--- src/rtl/usb_pkg.sv ---
// +--------------------------------------------------------------------------+
// | usb_pkg : shared USB packet lengths, CRC16 constants and rx FSM states   |
// | Revision: 1.0                                                            |
// +--------------------------------------------------------------------------+
`default_nettype none

package usb_pkg;

  localparam int PID_LEN   = 8;
  localparam int DATA_LEN  = 64;
  localparam int CRC16_LEN = 16;
  localparam int PKT_LEN   = PID_LEN + DATA_LEN;
  localparam int TOTAL_LEN = PKT_LEN + CRC16_LEN;

  localparam int CNT_W = 7;
  localparam logic [CNT_W-1:0] PID_END   = CNT_W'(PID_LEN);
  localparam logic [CNT_W-1:0] DATA_END  = CNT_W'(PKT_LEN);
  localparam logic [CNT_W-1:0] TOTAL_END = CNT_W'(TOTAL_LEN);

  // x16 + x15 + x2 + 1, x16 implicit
  localparam logic [15:0] CRC16_POLY     = 16'h8005;
  localparam logic [15:0] CRC16_PRESET   = 16'hFFFF;
  localparam logic [15:0] CRC16_RESIDUAL = 16'h800D;

  typedef enum logic [2:0] {
    IDLE     = 3'd0,
    RX_PID   = 3'd1,
    RX_DATA  = 3'd2,
    RX_CRC   = 3'd3,
    WAIT_EOP = 3'd4,
    DONE     = 3'd5
  } usb_rx_state_t;

  typedef struct packed {
    logic crc_ok;
    logic crc_err;
    logic len_err;
  } usb_rx_status_t;

  localparam usb_rx_status_t STATUS_CLEAR   = usb_rx_status_t'(3'b000);
  localparam usb_rx_status_t STATUS_LEN_ERR = usb_rx_status_t'(3'b001);

  // One serial step of the CRC register, x15 is the feedback tap.
  function automatic logic [15:0] crc16_step(input logic [15:0] crc, input logic din);
    logic fb;
    fb = din ^ crc[15];
    return {crc[14:0], 1'b0} ^ (fb ? CRC16_POLY : 16'h0000);
  endfunction

  function automatic usb_rx_status_t crc_verdict(input logic [15:0] crc);
    usb_rx_status_t s;
    s.crc_ok  = (crc == CRC16_RESIDUAL);
    s.crc_err = (crc != CRC16_RESIDUAL);
    s.len_err = 1'b0;
    return s;
  endfunction

endpackage

`default_nettype wire

--- src/rtl/crc16_decode_sipo.sv ---
// +--------------------------------------------------------------------------+
// | SIPO_Register_Right : serial-in parallel-out, new bit enters at the MSB  |
// | Revision: 1.0                                                            |
// +--------------------------------------------------------------------------+
`default_nettype none

module SIPO_Register_Right #(
  parameter int WIDTH = 72
) (
  input  logic             clock,
  input  logic             reset_n,
  input  logic             shift,
  input  logic             D,
  output logic [WIDTH-1:0] Q
);

  always_ff @(posedge clock or negedge reset_n) begin
    if (!reset_n) begin
      Q <= '0;
    end else if (shift) begin
      Q <= {D, Q[WIDTH-1:1]};
    end
  end

endmodule

`default_nettype wire

--- src/rtl/crc16_decode.sv ---
// +--------------------------------------------------------------------------+
// | crc16_decode : USB data-packet receiver, PID+data capture, CRC16 check   |
// | Revision: 1.0                                                            |
// +--------------------------------------------------------------------------+
`default_nettype none

module crc16_decode
  import usb_pkg::*;
(
  input  logic                clock,
  input  logic                reset_n,
  input  logic                rx_start,
  input  logic                rx_bit,
  input  logic                rx_valid,
  input  logic                rx_eop,
  output logic [PKT_LEN-1:0]  pkt_out,
  output logic                pkt_valid,
  output logic                crc_ok,
  output logic                crc_err,
  output logic                len_err
);

  usb_rx_state_t  state, state_nxt;
  logic [CNT_W-1:0] bit_cnt, bit_cnt_nxt, cnt_inc;
  logic [15:0]    crc, crc_nxt;
  usb_rx_status_t status, status_nxt;
  logic           sipo_shift;

  always_ff @(posedge clock or negedge reset_n) begin
    if (!reset_n) begin
      state   <= IDLE;
      bit_cnt <= '0;
      crc     <= CRC16_PRESET;
      status  <= STATUS_CLEAR;
    end else begin
      state   <= state_nxt;
      bit_cnt <= bit_cnt_nxt;
      crc     <= crc_nxt;
      status  <= status_nxt;
    end
  end

  always_comb begin
    state_nxt   = state;
    bit_cnt_nxt = bit_cnt;
    crc_nxt     = crc;
    status_nxt  = status;
    sipo_shift  = 1'b0;
    cnt_inc     = bit_cnt + CNT_W'(1);

    if (rx_start) begin
      state_nxt   = RX_PID;
      bit_cnt_nxt = '0;
      crc_nxt     = CRC16_PRESET;
      status_nxt  = STATUS_CLEAR;
    end else begin
      case (state)
        RX_PID, RX_DATA, RX_CRC: begin
          if (rx_valid) begin
            bit_cnt_nxt = cnt_inc;
            sipo_shift  = (state != RX_CRC);
            if (state != RX_PID) begin
              crc_nxt = crc16_step(crc, rx_bit);
            end
            if (state == RX_PID && cnt_inc == PID_END) begin
              state_nxt = RX_DATA;
            end else if (state == RX_DATA && cnt_inc == DATA_END) begin
              state_nxt = RX_CRC;
            end else if (state == RX_CRC && cnt_inc == TOTAL_END) begin
              state_nxt = WAIT_EOP;
            end
          end
          // EOP is judged on the count and CRC that include this cycle's bit
          if (rx_eop) begin
            state_nxt  = DONE;
            status_nxt = (bit_cnt_nxt == TOTAL_END) ? crc_verdict(crc_nxt) : STATUS_LEN_ERR;
          end
        end
        WAIT_EOP: begin
          if (rx_valid) begin
            state_nxt  = DONE;
            status_nxt = STATUS_LEN_ERR;
          end else if (rx_eop) begin
            state_nxt  = DONE;
            status_nxt = crc_verdict(crc);
          end
        end
        DONE:    state_nxt = IDLE;
        default: state_nxt = IDLE;
      endcase
    end
  end

  SIPO_Register_Right #(
    .WIDTH (PKT_LEN)
  ) u_sipo (
    .clock   (clock),
    .reset_n (reset_n),
    .shift   (sipo_shift),
    .D       (rx_bit),
    .Q       (pkt_out)
  );

  assign pkt_valid = (state == DONE);
  assign crc_ok    = status.crc_ok;
  assign crc_err   = status.crc_err;
  assign len_err   = status.len_err;

endmodule

`default_nettype wire
--- config.mk ---
export PLATFORM = sky130hd
export DESIGN_NAME = crc16_decode
export DESIGN_NICKNAME = d
export VERILOG_FILES = /design/src/rtl/usb_pkg.sv /design/src/rtl/crc16_decode_sipo.sv /design/src/rtl/crc16_decode.sv
export SDC_FILE = /design/constraint.sdc
export NUM_CORES = 1
export LEC_CHECK = 0
export CAP_MARGIN = 20
export CELL_PAD_IN_SITES_DETAIL_PLACEMENT = 0
export CELL_PAD_IN_SITES_GLOBAL_PLACEMENT = 1
export CORE_ASPECT_RATIO = 1.1
export CORE_MARGIN = 3
export CORE_UTILIZATION = 48
export CTS_BUF_LIST = sky130_fd_sc_hd__clkbuf_8
export CTS_CLUSTER_SIZE = 14
export DETAILED_ROUTE_END_ITERATION = 12
export PLACE_DENSITY_LB_ADDON = 0.1
export SYNTH_ARGS = -nofsm -noshare
export SYNTH_HDL_FRONTEND = slang
export SYNTH_HIERARCHICAL = 1
export SYNTH_SLANG_ARGS = --single-unit
--- constraint.sdc ---
create_clock -name clock -period 5.2 [get_ports clock]
set_input_delay 1.04 -clock clock [delete_from_list [all_inputs] [get_ports clock]]
set_output_delay 1.04 -clock clock [all_outputs]
set_load 0.02 [all_outputs]
==> results of run 1 <==
-- placed cells by master, fill, tap and decap left out, drive strengths merged, types with 2 or more instances in the layout --
cell	synthesis	layout
clkdlybuf4s50	0	80
inv	5	8
nand3	18	18
nand2b	4	4
o211ai	3	3
xor2	8	8
a21o	2	2
nor4	2	2
a211oi	2	2
mux2	76	76
nor2	19	19
ha	2	2
dfrtp	85	85
buf	14	3
nor3	7	7
xnor2	7	7
o2111ai	2	2
and2	3	3
and3	2	2
clkinv	1	5
nor2b	3	3
or3	3	3
o221ai	3	3
o21ai	9	9
nand2	43	43
dfstp	16	16
a21oi	3	3
clkbuf	7	9
-- cells in the mapped netlist, types with 5 or more instances --
library cell	number	area share
dfrtp_1	85	0.44
nor2_1	18	0.014
mux2_4	71	0.22
nand3_1	16	0.017
o21ai_0	9	0.0093
inv_1	5	0.0039
xnor2_1	6	0.011
nor3_1	7	0.0072
xor2_1	8	0.014
clkbuf_1	7	0.0054
dfstp_2	16	0.087
buf_12	7	0.029
nand2_1	42	0.033
-- per-stage QoR --
| stage | hold WS, ps | worst slack [ps] | cells | power [W] |
|---|---|---|---|---|
| after floorplan | 468.1 | 2842 | 362 | 0.001159 |
| after global routing | 517.4 | 1605 | 557 | 0.001825 |
| after global placement | 477.4 | 1447 | 541 | 0.001280 |
| final | 498.2 | 1747 | 557 | 0.001737 |
| after detailed placement | 483.0 | 1380 | 541 | 0.001283 |
| after CTS | 499.0 | 1776 | 557 | 0.001765 |
-- area by class of cell --
class	count	area (um^2)
clock buffer	9	123.9
clock inverter	7	67.56
fill	800	3781
inverter	6	22.52
multi-input combinational	234	2058
sequential	101	2547
tap	117	146.4
timing repair buffer	83	835.8
-- where the power goes --
group	internal, W	switching (W)	leakage, nW	total (W)
Sequential	0.000834	0.0000536	1.34	0.000887
Combinational	0.000187	0.000190	1.14	0.000377
Clock	0.000186	0.000287	0.0989	0.000473
-- logic make-up (layout without fill, tap and decap cells) --
| group | after synthesis | in the layout | synth area share |
|---|---|---|---|
| adder cells (fa/ha/maj) | 2 | 2 | 0.005174 |
| flip-flops | 101 | 101 | 0.5268 |
| AND/OR/NAND/NOR | 109 | 109 | 0.1097 |
| XOR/XNOR | 15 | 15 | 0.02872 |
| AO/OA/AOI/OAI | 32 | 32 | 0.04838 |
| multiplexers | 76 | 76 | 0.2321 |
| buffers and inverters | 27 | 105 | 0.04916 |
-- final timing paths --
path / from / endpoint / cells past startpoint
min reg2reg: crc[13] / crc[14] / 2
min in group asynchronous: reset_n / u_sipo/Q[6] / 1
max in group asynchronous: reset_n / crc[2] / 2
min: crc[13] / crc[14] / 2
max reg2reg: state[0] / u_sipo/Q[55] / 5
max: rx_valid / u_sipo/Q[55] / 6
-- worst max-delay path, stage by stage --
cell             delay (ps)
clkdlybuf4s50_1         780
nor2b_1                 290
o21ai_0                 180
nor2_4                  570
buf_12                  440
mux2_4                  340
-- state kept, by name, summed over array words and instances (netlist names) --
register,cells
len_err,1
bit_cnt,7
crc_err,1
crc,16
u_sipo/Q,72
crc_ok,1
state,3
-- per-layer routing --
| metal | vias to the layer above | global-route usage |
|---|---|---|
| li1 | 1405 | - |
| met1 | 1465 | 0.2339 |
| met2 | 66 | 0.2535 |
| met3 | 6 | 0.04091 |
| met4 | 0 | 0.03457 |
| met5 | - | 0 |
==> metrics.csv, run 1 <==
metric;value;unit
Post-synth top flop;dfrtp_1;
TritonRoute pass-1 iters;4;
GRT Overall Usage;0.1640;
Die Ht;111.3;um
post-DP HPWL;6241;um
Crit Path Class;in2reg;
fin crit share;0.6641;
max cap viols;0;
# rows;37;
synthesized area;4836;um^2
H-tree depth;3;
unrepaired setup endpoints after global routing;false;
IO buf count;81;
Crit. End Element;flip-flop;
Highest Signal Layer;met4;
outcome;finished clean;
WL met2;4297;um
Die Width;101.7;um
Initial Util;0.5046;
Worst Max-Slew Pin Slew;733.3;ps
Post-CTS Setup Bufs;0;
initial antenna violation count;0;
CTS tree;built;
pin count of the biggest net entering global routing;61;
Seq/Total Area, Yosys;0.5268;
DP Area;5610;um^2
worst-path maximum fanout;55;
Detailed Route Iter0 Violations;87;
I/O pins;82;
yosys warns;6;
Peak Freq;289.6;MHz
Via density;5.282;
clk_lat worst skew;360;ps
setup TNS;0;ps
post-synthesis cell count;362;
Final Skew;10.41;ps
Num CTS Buffers;9;
post-CTS sizing;0;
syn nets;370;
CTS sink cnt;101;
final hold vios;0;
Post-CTS Hold Fix Bufs;0;
gr ovfl total;0;
Layout area overhead;19.97;%
Static Leakage;2.576;nW
cell area after layout;5802;um^2
number of synthesized register bits;101;
global placer's final weighted congestion;0.7855;
post-route ant nets;0;
Detailed Route WL;9039;um
Critical Path RT;5440;ps
vias in the first global route;2900;
wire per inst;16.23;um
vias post-DR;2942;
antenna cells;0;
PD cells;299.4;nW/um^2
first-pass GRT wire length;14970;um
Arr. time, crit path;3700;ps
VDD IR max;168.5;uV
CP Launch Type;primary input;
Pins Over Slew Limit;0;
ys async rst share;1.000;
layout cells sized above 1;0.2705;
# DRC;0;
Clock Tree Buf Depth;2;
met3 wire len;346;um
Final #Nets;443;
FF-to-FF setup slack;2750;ps
metal1 wirelength;4317;um
worst hold path type;reg2reg;
Reg clk slew, reported paths;100;ps
Synth cell types;51;
final design utilization;0.6054;
total core area;9583;um^2
DIE AREA;11320;um^2
EDFF count, synth;0;
Tmin final;3453;ps
Final setup viols;0;
Syn Area/Cell;13.36;um^2
Root Driver;clkbuf_8;
Slew headroom;0.5111;
(Power assumes the default switching activity.)
==> run 2, diff against run 1 <==
--- a/config.mk
+++ b/config.mk
@@ -10,7 +10,7 @@
 export CELL_PAD_IN_SITES_GLOBAL_PLACEMENT = 1
 export CORE_ASPECT_RATIO = 1.1
 export CORE_MARGIN = 3
-export CORE_UTILIZATION = 48
+export CORE_UTILIZATION = 45
 export CTS_BUF_LIST = sky130_fd_sc_hd__clkbuf_8
 export CTS_CLUSTER_SIZE = 14
 export DETAILED_ROUTE_END_ITERATION = 12
==> constraint.sdc (replaced) <==
create_clock -name clock -period 3.6 [get_ports clock]
set_input_delay 0.72 -clock clock [delete_from_list [all_inputs] [get_ports clock]]
set_output_delay 0.72 -clock clock [all_outputs]
set_load 0.02 [all_outputs]
==> run 2 against run 1 <==
  * Die area increased by 6.3%
  * Cell count increased by 5.4%
  * Hold slack got worse by 79 ps
  * Non-clock buffer count increased by 4
  * Combinational power increased by 47%
  * Largest power group unchanged
==> metrics.csv, run 2 (synthesis results as in run 1) <==
metric;value;unit;change
max FFs per register;72;;unchanged
PD cells;436.8;nW/um^2;+46%
pin count of the biggest net entering global routing;62;;+1.6%
unrepaired setup endpoints after global routing;false;;
DIE AREA;12030;um^2;+6.3%
final hold vios;0;;unchanged
Detailed Route WL;9132;um;+1.0%
wire per inst;15.56;um;-4.1%
gr ovfl total;0;;unchanged
IO buf count;81;;unchanged
Layout Cells excl Fill;587;;+5.4%
setup TNS;0;ps;unchanged
Pins Over Slew Limit;0;;unchanged
layout cells sized above 1;0.2770;;+0.006572
# rows;39;;+5.4%
Crit Path Class;reg2out;;
Via density;5.036;;-4.7%
critical path's slowest cell;clkdlybuf4s50_1;;
total core area;10440;um^2;+9.0%
Post-CTS Setup Bufs;0;;unchanged
global placer's final weighted congestion;0.7913;;+0.74%
# DRC;0;;unchanged
Detailed Route Iter0 Violations;130;;+49%
post-CTS sizing;0;;unchanged
CTS tree;built;;
max cap viols;0;;unchanged
VDD IR max;201.2;uV;+19%
worst-path maximum fanout;9;;-84%
CP cell instances;nor2b_1 > and2_1 > clkdlybuf4s50_1;;
TritonRoute pass-1 iters;4;;unchanged
Initial Util;0.4631;;-0.04154
Largest Register;u_sipo/Q;;
DP Area;5685;um^2;+1.3%
GRT Overall Usage;0.1585;;-0.005554
Slew headroom;0.4668;;-0.04435
Peak Freq;373.1;MHz;
initial antenna violation count;0;;unchanged
Tmin final;2680;ps;
Crit. End Element;output port;;
H-tree depth;3;;unchanged
outcome;finished clean;;
Final #Nets;447;;+0.90%
first-pass GRT wire length;15280;um;+2.1%
Static Leakage;2.600;nW;+0.93%
FF-to-FF setup slack;1180;ps;-1570 ps
post-route ant nets;0;;unchanged
CP max stage delay;610;ps;-170 ps
Setup WS pre-CTS;676.3;ps;-703.9 ps
CP Launch Type;flip-flop;;
fin crit share;0.7445;;
worst hold path type;in2async;;
Final Skew;10.42;ps;+0.01290 ps
Post-CTS Hold Fix Bufs;0;;unchanged
vias post-DR;2956;;+0.48%
CTS sink cnt;101;;unchanged
cell area after layout;5892;um^2;+1.6%
Critical Path RT;2880;ps;-2560 ps
most frequent cells in the layout;dfrtp_1 (85), clkdlybuf4s50_1 (80), mux2_4 (71), nand2_1 (42), nor2_1 (17);;
Die Ht;114.7;um;+3.1%
clk_lat worst skew;360;ps;about the same
Pwr Total;0.002573;W;+48%
vias in the first global route;2934;;+1.2%
Clock Tree Buf Depth;2;;unchanged
Root Driver;clkbuf_8;;
post-DP HPWL;6296;um;+0.87%
antenna cells;0;;unchanged
Die Width;104.8;um;+3.1%
Reg clk slew, reported paths;100;ps;about the same
Worst Max-Slew Pin Slew;799.8;ps;+66.52 ps
I/O pins;82;;unchanged
Final Worst Setup Slack;919.9;ps;-826.7 ps
# placed instances;571;;+5.5%
Arr. time, crit path;1960;ps;-1740 ps
top flop regs;u_sipo/Q: 72 flops, crc: 16 flops, bit_cnt: 7 flops;;
Layout area overhead;21.84;%;
Final setup viols;0;;unchanged
Num CTS Buffers;9;;unchanged
most common cell after layout, fill and taps aside;dfrtp_1;;
run 2: where the power goes:
group | switching [W] | internal [W] | total, W
Clock | 0.000409 | 0.000331 | 0.000740
Combinational | 0.000281 | 0.000274 | 0.000555
Sequential | 0.0000741 | 0.00120 | 0.00128
Total | 0.000764 | 0.00181 | 0.00257
run 2: cell type report:
cell class | count | area [um^2]
tap | 143 | 178.9
timing repair buffer | 87 | 878.3
inverter | 6 | 22.52
clock inverter | 7 | 82.58
sequential | 101 | 2547
clock buffer | 9 | 123.9
multi-input combinational | 234 | 2058
fill | 930 | 4551
run 2: critical path: cells and delay by family (launching register included):
family	cells	cell delay, ps
buffers and inverters	1	610
flip-flops	1	520
AND/OR/NAND/NOR	2	460
run 2: layer usage:
| layer | part of all wire | wire, um | global-route usage |
|---|---|---|---|
| met1 | 0.49 | 4486 | 0.2285 |
| met2 | 0.46 | 4183 | 0.2371 |
| met3 | 0.039 | 354 | 0.04005 |
| met4 | 0.012 | 108 | 0.04987 |
| met5 | 0 | 0 | 0 |
run 2: path summary, 6_finish.rpt:
kind,start,to,cells after the start
hold reg to reg,crc[11],crc[12],2
min in group clock,crc[11],crc[12],2
hold / removal,reset_n,u_sipo/Q[17],1
setup reg to reg,bit_cnt[0],state[0],7
max in group asynchronous,reset_n,u_sipo/Q[1],2
setup / recovery,state[0],pkt_valid,3
run 2: metrics by stage:
stage                     hold WS [ps]  utilization
final                            419.5       0.5642
after global routing             454.1       0.5642
after CTS                        435.2       0.5642
after detailed placement         486.4       0.5445
after global placement           478.7       0.5445
after floorplan                  424.4            -
==> run 3, diff against run 2 <==
--- a/config.mk
+++ b/config.mk
@@ -10,7 +10,7 @@
 export CELL_PAD_IN_SITES_GLOBAL_PLACEMENT = 1
 export CORE_ASPECT_RATIO = 1.1
 export CORE_MARGIN = 3
-export CORE_UTILIZATION = 45
+export CORE_UTILIZATION = 40
 export CTS_BUF_LIST = sky130_fd_sc_hd__clkbuf_8
 export CTS_CLUSTER_SIZE = 14
 export DETAILED_ROUTE_END_ITERATION = 12
==> constraint.sdc (replaced) <==
create_clock -name clock -period 2.4 [get_ports clock]
set_input_delay 0.48 -clock clock [delete_from_list [all_inputs] [get_ports clock]]
set_output_delay 0.48 -clock clock [all_outputs]
set_load 0.02 [all_outputs]
==> run 3 against run 2 <==
  * Count of clock-buffer cells in the layout is 1 higher
  * Total power is 54% higher
  * Critical path depth is 4 higher
  * Register-to-register slack worse by 920 ps
  * Final area is 3.3% higher
  * Clock power is 53% higher
  * Setup slack worse by 660 ps
  * Highest routed layer unchanged
==> metrics.csv, run 3 (synthesis results as in run 1) <==
metric;value;unit;change
TritonRoute pass-1 iters;4;;unchanged
# rows;41;;+5.1%
global placer's final weighted congestion;0.8025;;+1.4%
final hold vios;0;;unchanged
Initial Util;0.4153;;-0.04782
antenna cells;0;;unchanged
worst-path maximum fanout;6;;-3
Clock Tree Buf Depth;2;;unchanged
H-tree depth;3;;unchanged
Multi-input gate area;2061;um^2;+0.12%
total core area;11640;um^2;+12%
Detailed Route Iter0 Violations;124;;-4.6%
clock share of power;0.285;;-0.003
Arr. time, crit path;2400;ps;+440 ps
FF-to-FF setup slack;260;ps;-920 ps
Detailed Route WL;9650;um;+5.7%
CTS tree;built;;
unrepaired setup endpoints after global routing;false;;
critical path's slowest cell;dfrtp_1;;
PD cells;649.8;nW/um^2;+49%
Internal;0.002797;W;+55%
top flop regs;u_sipo/Q: 72 flops, crc: 16 flops, bit_cnt: 7 flops;;
Via density;4.979;;-1.1%
Tmin final;2143;ps;
Post-CTS Setup Bufs;0;;unchanged
Reg2Reg Depth;7;;unchanged
Crit. End Element;flip-flop;;
buffers plus inverters on the worst setup path;0;;-1
# DRC;0;;unchanged
Final Worst Setup Slack;256.7;ps;-663.3 ps
VDD IR max;280.5;uV;+39%
Layout area overhead;25.87;%;
Largest Register;u_sipo/Q;;
Setup WS pre-CTS;6.998;ps;-669.3 ps
Peak Freq;466.6;MHz;
clk_lat worst skew;370;ps;about the same
Worst Max-Slew Pin Slew;550.5;ps;-249.3 ps
most frequent cells in the layout;dfrtp_1 (84), clkdlybuf4s50_1 (79), mux2_4 (71), nand2_1 (42), buf_4 (18);;
Post-CTS Hold Fix Bufs;0;;unchanged
max FFs per register;72;;unchanged
DP Area;5872;um^2;+3.3%
first-pass GRT wire length;16080;um;+5.2%
Switching Share;0.2928;;-0.004291
FF-to-FF Start;bit_cnt[0];;
gr ovfl total;0;;unchanged
GRT Overall Usage;0.1493;;-0.009119
Slew headroom;0.6330;;+0.1662
Combinational Power Share;0.230;;+0.014
max cap viols;0;;unchanged
initial antenna violation count;0;;unchanged
wire per inst;15.79;um;+1.5%
IO buf count;81;;unchanged
Final #Nets;464;;+3.8%
Root Driver;clkbuf_8;;
CP Depth;7;;+4
Flop pwr share;0.485;;-0.012
Pins Over Slew Limit;0;;unchanged
vias in the first global route;3066;;+4.5%
cell area after layout;6087;um^2;+3.3%
worst hold path type;in2async;;
most common cell after layout, fill and taps aside;dfrtp_1;;
setup TNS;0;ps;unchanged
I/O pins;82;;unchanged
DIE AREA;13450;um^2;+12%
post-route ant nets;0;;unchanged
Critical Path RT;2650;ps;-230 ps
Num CTS Buffers;9;;unchanged
CP Launch Type;flip-flop;;
# fillers;1060;;+14%
Reg clk slew, reported paths;100;ps;about the same
Die Width;110.8;um;+5.7%
fin crit share;0.8931;;
CTS sink cnt;101;;unchanged
Die Ht;121.3;um;+5.7%
Static Leakage;2.721;nW;+4.6%
pin count of the biggest net entering global routing;42;;-32%
outcome;finished clean;;
r2r endpoint;state[0];;
layout cells sized above 1;0.3080;;+0.03100
Fin Hold WS;85.24;ps;-334.3 ps
CP cell instances;ha_1 > and3_1 > nor3_1 > a31oi_1 > nor3_1 > a211oi_2 > mux2_1;;
Crit path max-delay family;compound AO/OA/AOI/OAI gates;;
Final setup viols;0;;unchanged
post-CTS sizing;2;;+2
CP max stage delay;360;ps;-250 ps
most frequent CP cell;nor3_1;;
Crit Path Class;reg2reg;;
final design utilization;0.5227;;-0.04150
vias post-DR;3042;;+2.9%
net load switching power;0.001158;W;+51%
post-DP HPWL;6904;um;+9.7%
Final Skew;11.16;ps;+0.7363 ps
Seq. cell area;2549;um^2;about the same
run 3: changes by cell type in the layout (fill, tap and decap cells not counted), sizes merged:
cell           previous run  this run
buf                       7        24
clkbuf                    9        10
clkdlybuf4s50            80        79
clkinv                    3         4
clkinvlp                  2         1
dlymetal6s2s              0         1
inv                       7         6
run 3: power groups by stage:
stage               combinational (W)  sequential (W)  clock [W]
global route                 0.000980         0.00194    0.00124
global placement             0.000916         0.00195          0
CTS                          0.000924         0.00192    0.00117
floorplan                    0.000493         0.00202          0
finish                       0.000911         0.00192    0.00113
detailed placement           0.000920         0.00195          0
run 3: metrics by stage:
stage,total power [W],std cells
2_1_floorplan,0.002511,362
3_3_place_gp,0.002867,595
3_5_place_dp,0.002874,595
4_1_cts,0.004021,611
5_1_grt,0.004163,611
6_report,0.003955,611
run 3: worst max-delay path by stage:
stage	startpoint	endpoint	slack, ps
2_1_floorplan	bit_cnt[1]	state[0]	280
3_3_place_gp	rx_valid	crc_ok	3
3_5_place_dp	rx_valid	crc_err	7
4_1_cts	state[1]	pkt_valid	50
5_1_grt	bit_cnt[1]	state[0]	110
6_report	bit_cnt[0]	state[0]	260
run 3: metal layers:
layer	global-route usage	wire, um	vias up
li1	-	-	1446
met1	0.2090	4612	1520
met2	0.2299	4491	66
met3	0.03242	421	10
met4	0.05312	125	0
met5	0	0	-
run 3: cell type report:
class	instances	area share
flip-flops and latches	101	0.4187
multi-input cells	234	0.3385
repair buffers	104	0.1739
well taps	150	0.03083
clock buffers	10	0.02261
clock inverters	6	0.01172
inverters	6	0.003700
